## src/rtl/alu_req_driver.sv

```systemverilog
// ---------------------------------------------------------------------------
// alu_req_driver
//
// Initiator-side front end for the ALU. Accepts one packed operation request
// on a valid/ready interface, drives the ALU operand/control ports, waits the
// command-dependent ALU latency, captures RES plus flags and returns them with
// the request tag on a second valid/ready interface. One operation in flight.
//
// Ports:
//   CLK, RST            clock (rising edge), asynchronous active-high reset
//   req_valid/ready     request handshake
//   req_tag             request tag, echoed on rsp_tag
//   req_opa/opb/cmd     operands and command
//   req_mode/cin        mode and carry-in
//   req_in_valid        operand-valid bits
//   OPA/OPB/CMD/MODE/CIN/CE/IN_VALID   drive the ALU
//   RES, COUT/OFLOW/G/E/L/ERR          results from the ALU
//   rsp_valid/ready     response handshake
//   rsp_tag/res/flags   echoed tag, captured RES, {COUT,E,L,G,OFLOW,ERR}
//
// Optional feature (macro ALU_DRV_CHECK_EN): adds req_exp_res, req_exp_flags,
// rsp_pass, pass_cnt, fail_cnt. The expected result latched with the request
// is compared against the captured result; saturating pass/fail counters
// advance on each response handshake.
// ---------------------------------------------------------------------------
module alu_req_driver #(
    parameter int N1      = 8,
    parameter int N2      = 4,
    parameter int N3      = 16,
    parameter int TAG_W   = 8,
    parameter int LAT     = 1,
    parameter int MUL_LAT = 2
) (
    input  logic             CLK,
    input  logic             RST,
    input  logic             req_valid,
    output logic             req_ready,
    input  logic [TAG_W-1:0] req_tag,
    input  logic [N1-1:0]    req_opa,
    input  logic [N1-1:0]    req_opb,
    input  logic [N2-1:0]    req_cmd,
    input  logic             req_mode,
    input  logic             req_cin,
    input  logic [1:0]       req_in_valid,
`ifdef ALU_DRV_CHECK_EN
    input  logic [N3-1:0]    req_exp_res,
    input  logic [5:0]       req_exp_flags,
    output logic             rsp_pass,
    output logic [15:0]      pass_cnt,
    output logic [15:0]      fail_cnt,
`endif
    output logic [N1-1:0]    OPA,
    output logic [N1-1:0]    OPB,
    output logic [N2-1:0]    CMD,
    output logic             MODE,
    output logic             CIN,
    output logic             CE,
    output logic [1:0]       IN_VALID,
    input  logic [N3-1:0]    RES,
    input  logic             COUT,
    input  logic             OFLOW,
    input  logic             G,
    input  logic             E,
    input  logic             L,
    input  logic             ERR,
    output logic             rsp_valid,
    input  logic             rsp_ready,
    output logic [TAG_W-1:0] rsp_tag,
    output logic [N3-1:0]    rsp_res,
    output logic [5:0]       rsp_flags
);

    localparam logic [1:0] S_IDLE  = 2'd0;
    localparam logic [1:0] S_ISSUE = 2'd1;
    localparam logic [1:0] S_WAIT  = 2'd2;
    localparam logic [1:0] S_RESP  = 2'd3;

    localparam int MAX_LAT = (MUL_LAT > LAT) ? MUL_LAT : LAT;
    localparam int CNT_W   = (MAX_LAT < 2) ? 1 : $clog2(MAX_LAT + 1);

    logic [1:0]       state;
    logic [CNT_W-1:0] cnt;
    logic [TAG_W-1:0] tag_hold;
    logic             is_mul;
    logic [5:0]       alu_flags;

    // Multiply detection works off the registered ALU-side copy, which is
    // stable from the accept edge until capture.
    assign is_mul    = MODE && ((CMD == N2'(9)) || (CMD == N2'(10)));
    assign alu_flags = {COUT, E, L, G, OFLOW, ERR};

    // Gate with RST so the interface never advertises readiness while held
    // in reset, even though the state register already reads IDLE.
    always_comb begin
        req_ready = (state == S_IDLE) && !RST;
    end

`ifdef ALU_DRV_CHECK_EN
    // Non-multiply results only carry N1+1 meaningful bits (sum plus carry).
    localparam logic [N3-1:0] LOW_MASK = N3'({(N1 + 1){1'b1}});

    logic [N3-1:0] exp_res_hold;
    logic [5:0]    exp_flags_hold;
    logic [N3-1:0] cmp_mask;
    logic          cmp_pass;

    // An if on an unknown condition takes the else branch in simulation, so
    // X/Z bits inside the compared field resolve to a mismatch.
    always_comb begin
        cmp_mask = is_mul ? '1 : LOW_MASK;
        cmp_pass = 1'b0;
        if ((((RES ^ exp_res_hold) & cmp_mask) == '0) && (alu_flags == exp_flags_hold)) begin
            cmp_pass = 1'b1;
        end
    end
`endif

    always_ff @(posedge CLK or posedge RST) begin
        if (RST) begin
            state     <= S_IDLE;
            cnt       <= '0;
            tag_hold  <= '0;
            OPA       <= '0;
            OPB       <= '0;
            CMD       <= '0;
            MODE      <= 1'b0;
            CIN       <= 1'b0;
            CE        <= 1'b0;
            IN_VALID  <= 2'b00;
            rsp_valid <= 1'b0;
            rsp_tag   <= '0;
            rsp_res   <= '0;
            rsp_flags <= '0;
`ifdef ALU_DRV_CHECK_EN
            exp_res_hold   <= '0;
            exp_flags_hold <= '0;
            rsp_pass       <= 1'b0;
            pass_cnt       <= '0;
            fail_cnt       <= '0;
`endif
        end else begin
            case (state)
                S_IDLE: begin
                    if (req_valid) begin
                        OPA      <= req_opa;
                        OPB      <= req_opb;
                        CMD      <= req_cmd;
                        MODE     <= req_mode;
                        CIN      <= req_cin;
                        IN_VALID <= req_in_valid;
                        CE       <= 1'b1;
                        tag_hold <= req_tag;
`ifdef ALU_DRV_CHECK_EN
                        exp_res_hold   <= req_exp_res;
                        exp_flags_hold <= req_exp_flags;
`endif
                        state    <= S_ISSUE;
                    end
                end
                S_ISSUE: begin
                    cnt   <= is_mul ? CNT_W'(MUL_LAT) : CNT_W'(LAT);
                    state <= S_WAIT;
                end
                S_WAIT: begin
                    // cnt <= 1 means this edge takes it to zero; a zero
                    // latency setting also captures here rather than wrap.
                    if (cnt <= CNT_W'(1)) begin
                        cnt       <= '0;
                        rsp_res   <= RES;
                        rsp_flags <= alu_flags;
                        rsp_tag   <= tag_hold;
                        rsp_valid <= 1'b1;
                        CE        <= 1'b0;
                        IN_VALID  <= 2'b00;
`ifdef ALU_DRV_CHECK_EN
                        rsp_pass  <= cmp_pass;
`endif
                        state     <= S_RESP;
                    end else begin
                        cnt <= cnt - CNT_W'(1);
                    end
                end
                S_RESP: begin
                    if (rsp_ready) begin
                        rsp_valid <= 1'b0;
`ifdef ALU_DRV_CHECK_EN
                        if (rsp_pass) begin
                            if (pass_cnt != 16'hFFFF) pass_cnt <= pass_cnt + 16'd1;
                        end else begin
                            if (fail_cnt != 16'hFFFF) fail_cnt <= fail_cnt + 16'd1;
                        end
`endif
                        state <= S_IDLE;
                    end
                end
                default: begin
                    state <= S_IDLE;
                end
            endcase
        end
    end

endmodule

```

## config.mk

```make
export PLATFORM = sky130hd
export DESIGN_NAME = alu_req_driver
export DESIGN_NICKNAME = d
export VERILOG_FILES = /design/src/rtl/alu_req_driver.sv
export SDC_FILE = /design/constraint.sdc
export NUM_CORES = 1
export LEC_CHECK = 0
export BUFFER_PORTS_ARGS = -buffer_cell sky130_fd_sc_hd__buf_2
export CELL_PAD_IN_SITES_DETAIL_PLACEMENT = 0
export CELL_PAD_IN_SITES_GLOBAL_PLACEMENT = 2
export CORE_UTILIZATION = 34
export CTS_CLUSTER_DIAMETER = 120
export DETAILED_ROUTE_END_ITERATION = 16
export PLACE_DENSITY = 0.8
export SYNTH_ARGS = -nofsm -noshare
export SYNTH_HDL_FRONTEND = slang
export SYNTH_SLANG_ARGS = --single-unit
```

## constraint.sdc

```tcl
create_clock -name CLK -period 2.75 [get_ports CLK]
set_input_delay 0.275 -clock CLK [delete_from_list [all_inputs] [get_ports CLK]]
set_output_delay 0.275 -clock CLK [all_outputs]
set_load 0.02 [all_outputs]
```

==> impl_metrics.csv <==
group,metric,value,unit
placement,gp_congestion,0.715,
setup_path,worst_ep_required_time,2.97,ns
sta,finalHoldViolCount,0,
power,pwr-share-clk,17.2,%
layout,synthToLayoutAreaGrowth,30.3,%
logic_synthesis,seq_area_frac_synth,59.4,%
layout,final_common_cell,"buf_2",
cts,clkTransAtPathRegs,0.07,ns
die,initial_core_util,35.0,%
sta,max_freq,514,MHz
power,p_comb_share,47.6,%
detailed_routing,drt_iter0_drc,25,
cts,cts_root_buffer,"clkbuf_8",
die,die_w,93.8,um
logic_synthesis,synth_seq_cells,68,
logic_synthesis,yosys.area_share.simple,3.45,%
detailed_routing,highest_layer,"met4",
sta,rsz0062_at_grt,"false",
global_route,grt_max_degree,40,
power,p_sw_share,36.7,%
global_route,grt_pass1_vias,1874,
cts,clock_sinks,68,
logic_synthesis,syn_area,0.00286,mm^2
global_route,antenna_found_initial,0,
logic_synthesis,yosys_warnings,0,
global_route,grt-ovfl-total,0,
detailed_routing,vias,1813,
setup_path,crit_arrival,2.17,ns
layout,nets,358,
die,io_pins,115,
sta,worstMarginPinSlew,0.747,ns
setup_path,critPathCaptureType,"flop",
layout,final_cell_mix,"114 x buf_2, 68 x dfrtp_1, 31 x mux2_4",
power,p_leak,0.00189,uW
setup_path,cp_max_fo,30,
logic_synthesis,synth-compound-area-share,2.93,%
detailed_routing,vias_per_cell,4.47,
cts,h-tree-depth,3,
detailed_routing,wl_per_cell,13.7,um
layout,final_cells,406,
cts,cts_resized,0,
placement,post-dp-hpwl,3860,um
logic_synthesis,netlist_instances,176,
power,powerDensity,1380,mW/mm^2
power,power,5140,uW
sta,min_period,1.95,ns
cts,post_cts_buffers,0,
power,max-vdd-ir-drop,0.000469,V
logic_synthesis,yosys.area_share.xor_xnor,0.306,%
detailed_routing,routed_wl,5550,um
detailed_routing,wl_met2,2310,um
setup_path,crit_type,"flop to flop",
global_route,grt_pass1_wl,8940,um
cts,cts_tree,"yes",
power,p_seq_share,35.3,%
placement,dp_cells,390,
power,p_switching,1890,uW
layout,multi_input_area,0.00105,mm^2
placement,port_buffers,114,
die,rows,33,
sta,timing.slew.headroom,50.0,%
outcome,status,"finished clean",
sta,setup_viol,0,
sta,tns,0,ns
detailed_routing,drc_errors,0,
flow_run,cap_viol_max_count,0,
logic_synthesis,synthAdderAreaFrac,1.75,%
logic_synthesis,syn_area_per_cell,16.3,um^2
cts,cts.path.max_buffers,2,
die,die_y,93.8,um
sta,whs,0.0432,ns
cts,cts_made_buffers,9,
sta,finalCritPeriodShare,70.8,%
worst_hold_path,min_path_type,"primary input to asynchronous set/reset pin",
die,die_area,0.00879,mm^2
layout,antenna_cells,0,
detailed_routing,ant_nets,0,
sta,slew_violations,0,
die,fp.coreArea,0.00818,mm^2
logic_synthesis,synth_top_family_by_area,"multiplexers",
power,power.internal,3250,uW
logic_synthesis,synth_cell_types,26,
layout,drive_gt1_share,65.1,%
cts,cts_hold_buf,0,
detailed_routing,firstDrtPassIters,4,
cts,clk_latency,0.33,ns
detailed_routing,met3_length,477,um
setup_path,cp-start-kind,"flop",
logic_synthesis,syn-num-nets,238,
logic_synthesis,synthMuxAreaShare,28.4,%
global_route,grt_usage,13.5,%
layout,num-fill-cells,750,
layout,seq_area,0.00170,mm^2
sta,finalClockSkew,0.00705,ns
detailed_routing,wl_met1,2690,um
## synthesized netlist by cell type
cell / count / area share [%]
a21oi_1: 3 / 0.52
a22o_1: 1 / 0.31
a22o_2: 1 / 0.35
a31oi_1: 2 / 0.44
and2b_1: 2 / 0.52
buf_6: 4 / 1.6
buf_8: 3 / 1.6
dfrtp_1: 68 / 59
ha_1: 4 / 1.7
inv_1: 5 / 0.66
mux2_2: 29 / 11
mux2_4: 31 / 16
mux2i_1: 2 / 0.70
nand2_1: 5 / 0.66
nand2_2: 1 / 0.22
nand2b_1: 2 / 0.44
nand3_1: 1 / 0.17
nand4_1: 1 / 0.22
nor2_1: 2 / 0.26
nor2b_1: 1 / 0.22
nor2b_4: 1 / 0.48
o21ai_0: 1 / 0.17
o22ai_1: 1 / 0.22
o2bb2ai_1: 3 / 0.92
or2b_1: 1 / 0.26
xor2_1: 1 / 0.31
## power by group through the flow
stage / logic [uW] / clock network [uW] / registers [uW]
after floorplan: 1370 / 0 / 2320
after global placement: 2430 / 0 / 1820
after detailed placement: 2470 / 0 / 1830
after CTS: 2480 / 919 / 1820
after global routing: 2640 / 959 / 1880
final: 2440 / 883 / 1810
## registers in the layout, summed over array words and instances, names as in the netlist
register	flops
IN_VALID	2
OPB	8
MODE	1
rsp_res	16
rsp_tag	8
rsp_valid	1
cnt	2
CE	1
state	2
CIN	1
OPA	8
CMD	4
rsp_flags	6
tag_hold	8
## layout make-up
cell class	instances	share of cell area [%]
flip-flops and latches	68	45.6
multi-input cells	96	28.2
repair buffers	116	16.4
well taps	105	3.52
clock buffers	9	3.32
clock inverters	7	2.45
inverters	5	0.503
## path summary, 6_finish.rpt
path / startpoint / end / slack, ns / cells after the start
min in group CLK: req_tag[1] / tag_hold[1] / 0.16 / 2
worst min-delay path: RST / CMD[3] / 0.04 / 2
worst max-delay path: state[0] / OPB[6] / 0.80 / 4
worst max register to register: state[0] / OPB[6] / 0.80 / 4
max in group asynchronous: RST / rsp_flags[1] / 2.07 / 3
worst min register to register: OPA[4] / OPA[4] / 0.50 / 1
## kinds of logic after synthesis
logic type      count (synthesis)
flops                          68
simple gates                   17
buf+inv                        12
xor+xnor                        1
compound gates                 12
fa+ha+maj                       4
mux                            62
## metal layers
layer,vias up,track usage (%)
li1,850,-
met1,873,18.1
met2,83,19.0
met3,7,4.77
met4,0,6.92
met5,-,0
## through the flow
step                cell area, um^2  utilization, %  setup slack [ns]
floorplan                      2860               -             0.763
global placement               3520            43.0             0.833
detailed placement             3520            43.0             0.784
CTS                            3730            45.6             0.783
global route                   3730            45.6             0.654
finish                         3730            45.6             0.804
## critical path, cell delays in order, from the launching register on
cell     delay (ns)
dfrtp_1        0.39
inv_1          0.13
ha_1           0.34
nand2_2        0.49
mux2_4         0.46
(Power assumes the default switching activity.)
